===== src/rtl/det_event_counter.sv =====
// Edge-qualified detection counter with threshold interrupt and sticky overflow.
// Define DET_SAT_EN to saturate the counter at its maximum instead of wrapping.
module det_event_counter #(
   parameter int WIDTH  = 8,
   parameter int THRESH = 4
) (
   input  logic             clk,
   input  logic             rst,
   input  logic             w,
   input  logic             clr,
   input  logic             ack,
   output logic [WIDTH-1:0] count,
   output logic             irq,
   output logic             ovf
);

   localparam logic [WIDTH-1:0] CNT_MAX    = '1;
   localparam logic [WIDTH-1:0] THRESH_V   = THRESH[WIDTH-1:0];
   localparam bit               THRESH_ONE = (THRESH == 1);

   typedef enum logic [1:0] {
      IDLE  = 2'd0,
      ARMED = 2'd1,
      ALERT = 2'd2
   } state_t;

   state_t           state;
   logic             w_q;
   logic             evt;
   logic             at_max;
   logic [WIDTH-1:0] cnt_inc;
   logic             hit;

   function automatic logic [WIDTH-1:0] inc_cnt(input logic [WIDTH-1:0] c);
`ifdef DET_SAT_EN
      return (c == CNT_MAX) ? CNT_MAX : c + WIDTH'(1);
`else
      return c + WIDTH'(1);
`endif
   endfunction

   // Rising edge of the detector flag: a held-high w counts only once.
   assign evt     = w & ~w_q;
   assign at_max  = (count == CNT_MAX);
   assign cnt_inc = inc_cnt(count);
   assign hit     = (cnt_inc == THRESH_V);

   always_ff @(posedge clk or negedge rst) begin
      if (!rst) begin
         state <= IDLE;
         count <= '0;
         irq   <= 1'b0;
         ovf   <= 1'b0;
         w_q   <= 1'b0;
      end else begin
         w_q <= w;
         if (clr) begin
            state <= IDLE;
            count <= '0;
            irq   <= 1'b0;
            ovf   <= 1'b0;
         end else begin
            case (state)
               IDLE, ARMED: begin
                  if (evt) begin
                     count <= cnt_inc;
                     if (hit) begin
                        state <= ALERT;
                        irq   <= 1'b1;
                     end else begin
                        state <= ARMED;
                     end
                  end
               end
               ALERT: begin
                  // An acknowledged event restarts counting from one.
                  if (ack) begin
                     if (evt) begin
                        count <= WIDTH'(1);
                        state <= THRESH_ONE ? ALERT : ARMED;
                        irq   <= THRESH_ONE;
                     end else begin
                        count <= '0;
                        state <= IDLE;
                        irq   <= 1'b0;
                     end
                  end else if (evt) begin
                     count <= cnt_inc;
                  end
               end
               default: begin
                  state <= IDLE;
                  count <= '0;
                  irq   <= 1'b0;
               end
            endcase
            if (evt && at_max)
               ovf <= 1'b1;
         end
      end
   end

endmodule


===== config.mk =====
export PLATFORM = sky130hd
export DESIGN_NAME = det_event_counter
export DESIGN_NICKNAME = d
export VERILOG_FILES = /design/src/rtl/det_event_counter.sv
export SDC_FILE = /design/constraint.sdc
export NUM_CORES = 1
export LEC_CHECK = 0
export BUFFER_PORTS_ARGS = -buffer_cell sky130_fd_sc_hd__buf_2
export CAP_MARGIN = 20
export CORE_MARGIN = 10
export CORE_UTILIZATION = 50
export CTS_CLUSTER_SIZE = 30
export DETAILED_ROUTE_END_ITERATION = 10
export GPL_ROUTABILITY_DRIVEN = 0
export PLACE_DENSITY = 0.86
export SETUP_SLACK_MARGIN = 0.2
export SLEW_MARGIN = 25
export SYNTH_ARGS = -nofsm -noshare
export SYNTH_HDL_FRONTEND = slang
export SYNTH_SLANG_ARGS = --single-unit

===== constraint.sdc =====
create_clock -name clk -period 2.15 [get_ports clk]
set_input_delay 0.1075 -clock clk [delete_from_list [all_inputs] [get_ports clk]]
set_output_delay 0.1075 -clock clk [all_outputs]
set_load 0.05 [all_outputs]

=== After elaboration in Yosys (flattened, before gate mapping) ===
Index checks and enable logic that the tools add are counted.

* Flip-flop bits (word level): 13
* Output and inout port bits: 10

* Add/sub/neg operators: 1
* Equal/unequal tests: 7
* Multiplexer cells: 18
* Bitwise operators: 2
* Reductions and logical operators: 6

{| class="wikitable"
|+ Operators by type and width
! kind !! number
|-
| $mux W8 || 3
|-
| $pmux W8 S2 || 1
|-
| $ne A3 B3 Y1 const B || 3
|-
| $add A8 B1 Y8 const B || 1
|-
| $eq A8 B3 Y1 const B || 1
|-
| $eq A8 B8 Y1 const B || 1
|-
| $mux W1 || 8
|-
| $mux W2 || 4
|-
| $pmux W2 S2 || 1
|-
| $reduce_and A3 Y1 || 1
|-
| $eq A2 B1 Y1 const B || 1
|-
| $eq A2 B2 Y1 const B || 1
|-
| $logic_not A2 Y1 || 1
|-
| $pmux W1 S2 || 1
|-
| $reduce_and A2 Y1 || 1
|-
| $reduce_bool A2 Y1 || 1
|-
| $reduce_or A2 Y1 || 1
|-
| $and A1 B1 Y1 || 1
|-
| $logic_and A1 B1 Y1 || 1
|-
| $not A1 Y1 || 1
|}

=== Depth between registers and ports, before layout ===
Gate-level depths: netlist of run 1.

* Depth in word-level cells: 6
* Gate-level depth with buffers: 5
* Depth with buffers taken out: 5

=== Least setup slack after synthesis of run 1 ===
Ideal clock, no wire load.

* Kind: flip-flop to flip-flop
* From: register count[0]
* To: register state[0]
* Arrival time: 1.781 ns
* Required time: 2.030 ns
* Path slack: 0.248 ns
* Stages on the path, launching flop included: 6
* Clock period less this slack: 1.902 ns
* Cells stage by stage: dfrtp_1 ha_1 a311oi_1 a31oi_1 a211o_1 o211a_1

* Longest elaborated chain between the ends: 6

{| class="wikitable"
|+ RTL lines
! element !! RTL line !! text
|-
| start: declaration || 12 || <nowiki>output logic [WIDTH-1:0] count,</nowiki>
|-
| start signal: assignment || 66 || <nowiki>count <= cnt_inc;</nowiki>
|-
| start signal: assignment || 88 || <nowiki>count <= cnt_inc;</nowiki>
|-
| $add A8 B1 Y8 || 38 || <nowiki>return c + WIDTH'(1);</nowiki>
|-
| $eq A8 B3 Y1 || 46 || <nowiki>assign hit = (cnt_inc == THRESH_V);</nowiki>
|-
| $mux W2 || 67 || <nowiki>if (hit) begin</nowiki>
|-
| $mux W2 || 65 || <nowiki>if (evt) begin</nowiki>
|-
| $pmux W2 S2 || 63 || <nowiki>case (state)</nowiki>
|-
| $mux W2 || 57 || <nowiki>if (clr) begin</nowiki>
|-
| end signal: assignment || 80 || <nowiki>state <= THRESH_ONE ? ALERT : ARMED;</nowiki>
|-
| end: declaration || 27 || <nowiki>state_t state;</nowiki>
|}

No other way between the ends. The select of a mux whose other input is x is not followed.
A chain may end at the register's enable or synchronous reset.

=== Final worst setup path of run 1 ===
Same ends and word-level chain as after synthesis.

==> results of run 1 <==
## how the worst min path moves through the flow
stage,start,endpoint,slack (ns),cells after the start
floorplan,rst,count[0],-0.19,0
global placement,rst,count[5],0.003,1
detailed placement,rst,count[6],0.007,1
CTS,clr,ovf,0.05,2
global route,clr,ovf,0.06,2
finish,clr,ovf,0.05,2
## sequential cells by signal, summed over array words and instances, names as in the netlist
name and cells:
ovf 1, count 8, irq 1, state 2, w_q 1
## where the power goes
part	switching [mW]	internal, mW
clock network	0.0804	0.0721
logic	0.0274	0.0151
registers	0.00604	0.248
total	0.114	0.336
## routing by layer
layer	share of wire, %	wire [µm]
met4	2.2	38
met5	0	0
met3	7.7	130
met2	47	800
met1	43	724
## metrics by stage
stage               setup slack, ns  std cells  util, %  instance area [µm²]  hold slack [ns]
floorplan                     0.248         77        -                  748           -0.188
global placement              0.481        105     61.9                  836          0.00349
detailed placement            0.445        105     61.9                  836          0.00661
CTS                           0.400        111     65.3                  882           0.0496
global route                  0.317        111     65.3                  882           0.0602
finish                        0.392        111     65.3                  882           0.0497
## logic make-up (layout without fill, tap and decap cells)
| kind of cell | Yosys count | count (layout) | share of synthesized area, % |
|---|---|---|---|
| muxes | 1 | 1 | 1.34 |
| DFF | 13 | 13 | 43.5 |
| buffers and inverters | 5 | 24 | 2.67 |
| xor gates and xnor gates | 8 | 8 | 9.36 |
| adders and majority gates | 2 | 2 | 3.34 |
| AOI/OAI and AO/OA | 16 | 16 | 16.6 |
| and+or+nand+nor | 32 | 32 | 23.2 |
## synth_stat cells (all sizes together) (2+ instances only)
| master | n | area [µm²] |
|---|---|---|
| nor2 | 11 | 41.3 |
| xor2 | 6 | 52.6 |
| xnor2 | 2 | 17.5 |
| nand2 | 5 | 18.8 |
| nand4 | 3 | 18.8 |
| a31oi | 2 | 12.5 |
| dfrtp | 13 | 325 |
| ha | 2 | 25.0 |
| buf | 2 | 8.75 |
| inv | 3 | 11.3 |
| o21ai | 2 | 10.0 |
| and3 | 4 | 30.0 |
| a211o | 2 | 17.5 |
## timing repair
item | in CTS | in global routing
hold buffers | 2 | 0
setup buffers | 0 | 0
hold endpoints to repair | 14 | 0
## final cells by class
| type | count | area (µm²) |
|---|---|---|
| clock buffers | 4 | 26.3 |
| fillers | 107 | 468 |
| inverters | 3 | 11.3 |
| multi-input cells | 59 | 403 |
| flip-flops and latches | 13 | 325 |
| well taps | 15 | 18.8 |
| repair buffers | 17 | 97.6 |
==> results.ini, run 1 <==
[run_status]
status = complete, no violations

[detailed_routing]
via_per_inst = 5.89
wire_per_inst_um = 15.2
firstDrtPassIters = 4
drtIter0Drc = 17
vias = 654
drc = 0
wl_um = 1690
ant_nets = 0

[synth]
synth_edf_count = 0
ys_seq_area_share_pct = 43.5
ys_async_sr_fraction_pct = 100
synth_fp_nets = 84
ys.flop_type = dfrtp_1
yosys_warnings = 0
syn_area_um2 = 748
synthCells = 77
ys_ff_latch = 13
yosysUniqueCellTypes = 36
avgSynthCellArea_um2 = 9.72

[placement]
dp_hpwl_um = 1190
portBuffers = 14

[global_routing]
grt_pass1_wl_um = 2650
grt_pass1_vias = 614
antenna_found_initial = 0
grt_max_degree = 14
use_met1_pct = 11.1
use_met2_pct = 15.5
busiest_layer = met2
use_met3_pct = 3.65
grtUsageTotal_pct = 9.75
grt.overflow.total = 0

[floorplanning]
fp-row-count = 13
core_area_mm2 = 0.00135
die_w_um = 58.7
start_util_pct = 55.4
dieArea_mm2 = 0.00344
die_h_um = 58.7
ios = 15

[power_and_ir_drop]
power_mw = 0.449
p_per_area_mw_per_mm2 = 510
peakVddDrop_v = 0.000347
p_leak_nw = 0.439

[cts]
clk_path_buf_depth = 2
cts.clk_slew.worst_paths_ns = 0.07
cts_tree = built
cts_resized = 0
cts_made_buffers = 3
clk_latency_ns = 0.28
cts_sinks = 13
root_buffer = clkbuf_4
htreeDepth = 1

[cells_and_area]
layout_common_cells = buf_2, dfrtp_1, nor2_1, xor2_1, nand2_1
drive_above_1_share_pct = 22.9
antenna_cells = 0
final_common_cell = buf_2
nets = 104
synthToLayoutAreaGrowth_pct = 17.9

[setup_path]
startpoint = count[0]
r2r-start = count[0]
worst-r2r-setup-slack_ns = 0.39
cp_slowest_cell = dfrtp_1
crit_buf_inv = 0
endpoint_kind = flip-flop
critical_path.endpoint = state[0]
crit_required_ns = 2.32
cp.depth = 5
path_max_fanout = 9
crit_family = compound AO/OA/AOI/OAI gates
start_kind = flip-flop
r2r_end = state[0]
crit_type = reg -> reg
path_cells = ha_1, a311oi_1, a31oi_1, a211o_1, o211a_1
worst_path_largest_cell_delay_ns = 0.46
crit_arrival_ns = 1.93
rr_worst_depth = 5

[run]
maxCapViolations = 0

[timing]
rsz0062_at_grt = no
max_slew.worst_pin.slew_ns = 0.531
slew_headroom_pct = 64.3
max_freq_mhz = 569
setup_violations = 0
fin_crit_ns = 1.76
slew_violations = 0
setup_tns_ns = 0
hold_viol_final = 0
fin_worst_skew_ns = 0.00367
min_period_over_period_pct = 81.8

[min_path]
hold_class = in -> reg

Power figures use the tool's default switching activity.
==> run 2, diff against run 1 <==
ABC_AREA = 1   (was default)
CORE_UTILIZATION = 47   (was 50)
PLACE_DENSITY = 0.84   (was 0.86)
clock period = 1.6 ns   (was 2.15 ns; I/O delays follow)
==> run 2 against run 1 <==
Against the previous run:
- sequential share of layout area down 5.3 points
- count of clock-buffer cells in the layout stayed put
- area after synthesis increased by 7.2%
- core utilization rose by 3.0 points
- combinational power grew to 4.5 times the previous value
- synthesized cell count up 42%
- flip-flop and latch count did not move
- critical endpoint unchanged
- worst hold slack better by 0.12 ns
- largest power group unchanged
==> results.ini, run 2 <==
[synth]
ys.flop_type = dfrtp_1
yosys-top-cells-area = dfrtp_1, nand2_1, inv_1
avgSynthCellArea_um2 = 7.36  ; -24%
ys_seq_area_share_pct = 40.6  ; -2.9 points
synth_commonest_cells = nand2_1, inv_1, dfrtp_1, nand3_1, nor2_1
synth_top_area_cell = dfrtp_1
yosys_warnings = 0  ; unchanged
synth_fp_nets = 116  ; +38%
synth_edf_count = 0  ; unchanged
ys_async_sr_fraction_pct = 100  ; unchanged
yosysUniqueCellTypes = 23  ; -36%
ys_ff_latch = 13  ; unchanged
synthCells = 109  ; +42%
synth_most_common_cell = nand2_1
synth_top_area_share_pct = 40.6  ; -2.9 points
syn_area_um2 = 802  ; +7.2%

[cells_and_area]
fillers = 132  ; +23%
drive_above_1_share_pct = 40.3  ; +17 points
synthToLayoutAreaGrowth_pct = 32.8
regMostFlops = count
antenna_cells = 0  ; unchanged
reg_top3 = count x8, state x2
final_core_util_pct = 68.3  ; +3.0 points
nets = 142  ; +37%
post-route-cell-area_mm2 = 0.00106  ; +21%
fin_cells = 150  ; +35%
final_common_cell = nand2_1
layout_common_cells = nand2_1, inv_1, buf_2, nand2_2
largest_register_ffs = 8  ; unchanged

[global_routing]
grt.overflow.total = 0  ; unchanged
grt_max_degree = 14  ; unchanged
grt_pass1_wl_um = 3370  ; +27%
antenna_found_initial = 0  ; unchanged
grt_pass1_vias = 782  ; +27%
grtUsageTotal_pct = 11.7  ; +2.0 points

[cts]
cts_tree = built
cts.clk_slew.worst_paths_ns = 0.08  ; about the same
cts_made_buffers = 3  ; unchanged
clk_latency_ns = 0.28  ; about the same
htreeDepth = 1  ; unchanged
cts_sinks = 13  ; unchanged
clk_path_buf_depth = 2  ; unchanged
root_buffer = clkbuf_4

[floorplanning]
core_area_mm2 = 0.00156  ; +15%
start_util_pct = 51.4  ; -4.0 points
die_h_um = 61.3  ; +4.5%
fp-row-count = 14  ; +1
die_w_um = 61.3  ; +4.5%
ios = 15  ; unchanged
dieArea_mm2 = 0.00376  ; +9.1%

[detailed_routing]
wire_per_inst_um = 13.5  ; -11%
drc = 0  ; unchanged
via_per_inst = 5.31  ; -9.8%
drtIter0Drc = 29  ; +12
vias = 797  ; +22%
firstDrtPassIters = 4  ; unchanged
wl_um = 2030  ; +20%
ant_nets = 0  ; unchanged

[setup_path]
path_max_fanout = 4  ; -5
start_kind = flip-flop
crit_required_ns = 1.78  ; -0.54 ns
endpoint_kind = flip-flop
crit_arrival_ns = 1.68  ; -0.25 ns
crit_type = reg -> reg

[timing]
hold_viol_final = 0  ; unchanged
slew_headroom_pct = 80.0  ; +16 points
setup_violations = 0  ; unchanged
max_freq_mhz = 665  ; +17%
fin_crit_ns = 1.50  ; -0.254 ns
rsz0062_at_grt = yes
fin_worst_skew_ns = 0.00404  ; +0.000374 ns
setup_tns_ns = 0  ; unchanged
slew_violations = 0  ; unchanged
hold_ws_ns = 0.169  ; +0.119 ns
min_period_over_period_pct = 94.0  ; +12 points
max_slew.worst_pin.slew_ns = 0.301  ; -0.231 ns

[min_path]
hold_class = in -> reg

[run_status]
status = complete, no violations

[power_and_ir_drop]
p_leak_nw = 0.550  ; +25%
p_per_area_mw_per_mm2 = 728  ; +43%
peakVddDrop_v = 0.000534  ; +54%

[placement]
dp_hpwl_um = 1400  ; +17%
place_area_um2 = 906  ; +8.4%
dp.cells = 137  ; +30%
portBuffers = 14  ; unchanged

[run]
maxCapViolations = 0  ; unchanged

==> run 2: cell count changes after synthesis, moves of 3 or more <==
cell / previous run / this run
nand2_1: 5 / 28
inv_1: 3 / 21
nand3_1: 1 / 6
nor2_1: 11 / 6
xor2_1: 6 / 1
a21oi_1: 1 / 5
nand2_2: 0 / 4
o21ai_0: 1 / 5
and3_1: 3 / 0
==> run 2: final timing paths <==
kind | depth (start not counted) | to | slack (ns) | start
setup / recovery | 11 | state[0] | 0.1 | count[0]
hold / removal | 4 | state[1] | 0.17 | ack
setup reg to reg | 11 | state[0] | 0.1 | count[0]
hold reg to reg | 2 | ovf | 0.51 | ovf
max in group asynchronous | 2 | count[0] | 1.14 | rst
min in group asynchronous | 2 | count[6] | 0.21 | rst
==> run 2: logic make-up (layout without fill, tap and decap cells) <==
kind of cell	count (synthesis)	after routing	share of synthesized area, %
adders and majority gates	2	2	3.12
buffers and inverters	24	49	11.5
xor gates and xnor gates	1	1	1.09
AOI/OAI and AO/OA	17	17	12.6
DFF	13	13	40.6
and+or+nand+nor	52	52	31.0
==> run 2: stage by stage <==
step | power (mW) | setup slack [ns]
3_5_place_dp | 0.528 | 0.0754
4_1_cts | 0.754 | 0.0883
2_1_floorplan | 0.484 | 0.0740
5_1_grt | 0.814 | 0.0372
6_report | 0.775 | 0.0960
3_3_place_gp | 0.522 | 0.130
==> run 2: worst max-delay path, stage by stage, from the launching register on <==
cell	delay, ns
dfrtp_4	0.45
buf_4	0.13
buf_4	0.12
nand4_1	0.12
nand2_2	0.12
nand3_2	0.10
nor2_4	0.10
nand2_1	0.06
nand2_1	0.06
nand2_1	0.05
nand2_1	0.06
nand2_1	0.05
==> run 2: area by class of cell <==
cell class / instances / area [µm²] / share of cell area [%]
inverter: 22 / 82.6 / 7.76
tap: 16 / 20.0 / 1.88
clock buffer: 4 / 26.3 / 2.47
sequential: 13 / 337 / 31.6
multi-input combinational: 72 / 454 / 42.7
timing repair buffer: 23 / 145 / 13.6
==> run 2: power by group <==
part	total [mW]	switching [mW]	internal, mW
Sequential	0.372	0.0241	0.348
Combinational	0.190	0.127	0.0630
Clock	0.212	0.115	0.0969
==> run 2: timing repair <==
| item | CTS | global route |
|---|---|---|
| buffers inserted | 4 | 2 |
| gates resized for setup | 5 | 13 |
| pin swaps | 5 | 4 |
| hold buffers | 3 | 0 |
| endpoints found under the setup margin | 3 | 11 |
| endpoints found under the hold margin | 15 | 0 |
==> run 2: per-layer routing <==
layer  track usage, %  vias to the layer above  routed length (µm)
li1                 -                      391                   -
met1             14.5                      373                 826
met2             18.8                       25                1030
met3             2.67                        8                 128
met4             5.86                        0                  44
met5                0                        -                   0
==> run 3, diff against run 2 <==
GPL_TIMING_DRIVEN = 0   (was default)
SETUP_SLACK_MARGIN = 0.5   (was 0.2)
==> run 3 against run 2 <==
Against the previous run:
- first-iteration DRC count is 62% lower
- routed wire length is 9.2% higher
- cell area is 16% higher
- total power is 5.6% higher
- global-route usage is 0.12 points lower
- die area stayed put
- register-to-register slack hardly changed
- largest cell class unchanged
- highest routed layer unchanged
==> results.ini, run 3 (synthesized netlist as in run 2, its figures left out) <==
[setup_path]
crit_required_ns = 1.81  ; +0.03 ns
path_max_fanout = 3  ; -1
rr_worst_depth = 9  ; -2
worst-r2r-setup-slack_ns = 0.08  ; about the same
r2r-start = count[0]
r2r_end = state[1]
crit_arrival_ns = 1.73  ; +0.05 ns
endpoint_kind = flip-flop
crit_type = reg -> reg
start_kind = flip-flop

[cells_and_area]
reg_top3 = count x8, state x2
synthToLayoutAreaGrowth_pct = 54.4
fillers = 101  ; -23%
drive_above_1_share_pct = 51.7  ; +11 points
largest_register_ffs = 8  ; unchanged
nets = 153  ; +7.7%
antenna_cells = 0  ; unchanged
seqCellArea_um2 = 337  ; unchanged
final_core_util_pct = 79.5  ; +11 points
final_common_cell = nand2_1
multiInputGateArea_um2 = 502  ; +10%
layout_common_cells = nand2_1, inv_1, buf_2, buf_4, nand2_2
regMostFlops = count
fin_cells = 161  ; +7.3%

[detailed_routing]
ant_nets = 0  ; unchanged
via_per_inst = 5.20  ; -2.0%
vias = 838  ; +5.1%
drc = 0  ; unchanged
wire_per_inst_um = 13.8  ; +1.7%
wl_um = 2220  ; +9.2%
drtIter0Drc = 11  ; -62%
firstDrtPassIters = 4  ; unchanged

[global_routing]
grt_pass1_vias = 755  ; -3.5%
grt_pass1_wl_um = 3300  ; -2.0%
grt_max_degree = 14  ; unchanged
grtUsageTotal_pct = 11.6  ; -0.12 points
grt.overflow.total = 0  ; unchanged
antenna_found_initial = 0  ; unchanged

[timing]
rsz0062_at_grt = yes
hold_viol_final = 0  ; unchanged
slew_headroom_pct = 80.5  ; +0.58 points
max_freq_mhz = 659  ; -0.81%
setup_violations = 0  ; unchanged
setup_tns_ns = 0  ; unchanged
min_period_over_period_pct = 94.8  ; +0.77 points
slew_violations = 0  ; unchanged
fin_worst_skew_ns = 0.00179  ; -0.00225 ns
fin_crit_ns = 1.52  ; +0.0123 ns
max_slew.worst_pin.slew_ns = 0.292  ; -0.00869 ns
setup_slack_ns = 0.0837  ; -0.0123 ns

[cts]
htreeDepth = 1  ; unchanged
clk_latency_ns = 0.28  ; about the same
cts.clk_slew.worst_paths_ns = 0.08  ; about the same
cts_tree = built
cts_made_buffers = 3  ; unchanged
clk_path_buf_depth = 2  ; unchanged
root_buffer = clkbuf_4
cts_sinks = 13  ; unchanged

[placement]
dp.cells = 139  ; +1.5%
dp_hpwl_um = 1350  ; -3.2%
portBuffers = 14  ; unchanged
dp_slack_ns = 0.0396  ; -0.0358 ns

[min_path]
hold_class = in -> reg
hold_depth = 4  ; unchanged
min_to = count[0]
hp-start = clr

[power_and_ir_drop]
p_per_area_mw_per_mm2 = 661  ; -9.2%
p_leak_nw = 0.627  ; +14%
peakVddDrop_v = 0.000442  ; -17%
power_mw = 0.818  ; +5.6%

[floorplanning]
start_util_pct = 51.4  ; unchanged
fp-row-count = 14  ; unchanged
ios = 15  ; unchanged
die_w_um = 61.3  ; unchanged
core_area_mm2 = 0.00156  ; unchanged
dieArea_mm2 = 0.00376  ; unchanged
die_h_um = 61.3  ; unchanged

[run]
maxCapViolations = 0  ; unchanged

[run_status]
status = complete, no violations

run 3: cell types whose count changed in the layout (fill, tap and decap cells not counted), sizes merged:
cell / before / now
buf: 20 / 30
clkbuf: 4 / 5
run 3: layout make-up:
| type | instances | area share, % |
|---|---|---|
| flip-flops and latches | 13 | 27.2 |
| well taps | 16 | 1.62 |
| clock buffers | 4 | 2.12 |
| inverters | 22 | 6.87 |
| repair buffers | 32 | 19.9 |
| plain buffers | 2 | 1.82 |
| multi-input cells | 72 | 40.5 |
run 3: what timing repair did:
action,CTS,global route
endpoints found under the hold margin,15,0
gates cloned,1,0
endpoints found under the setup margin,13,16
pin swaps,13,13
resized for setup,21,24
setup buffers,8,6
hold buffers,3,0
run 3: how the worst max path moves through the flow:
stage | from | end | slack, ns | cells past startpoint
floorplan | count[0] | state[0] | 0.07 | 11
CTS | count[0] | state[0] | 0.08 | 11
global route | count[0] | state[0] | -0.04 | 11
detailed placement | count[0] | state[0] | 0.04 | 11
finish | count[0] | state[1] | 0.08 | 9
global placement | count[0] | state[0] | 0.06 | 11
run 3: stage by stage:
step	cell area [µm²]	hold WS (ns)
global route	1240	0.164
CTS	1120	0.130
detailed placement	931	-0.0204
global placement	931	-0.0227
floorplan	841	-0.216
finish	1240	0.151
run 3: metal layers:
layer / wire length (µm) / GRT usage [%]
met2: 1100 / 19.1
met5: 0 / 0
met4: 30 / 5.86
met1: 1000 / 13.4
met3: 89 / 3.50
run 3: critical path, cell delays in order (launching register included):
cell and delay, ns:
dfrtp_4 0.51, ha_4 0.19, nand3_1 0.09, nand2_1 0.07, nand2_2 0.08, nand3_2 0.09
nor2_4 0.09, buf_4 0.11, nand3_2 0.07, o21ai_2 0.15
run 3: power by group:
group / total, mW / switching, mW / internal (mW)
Combinational: 0.233 / 0.141 / 0.0922
Sequential: 0.374 / 0.0261 / 0.348
Clock: 0.211 / 0.114 / 0.0969
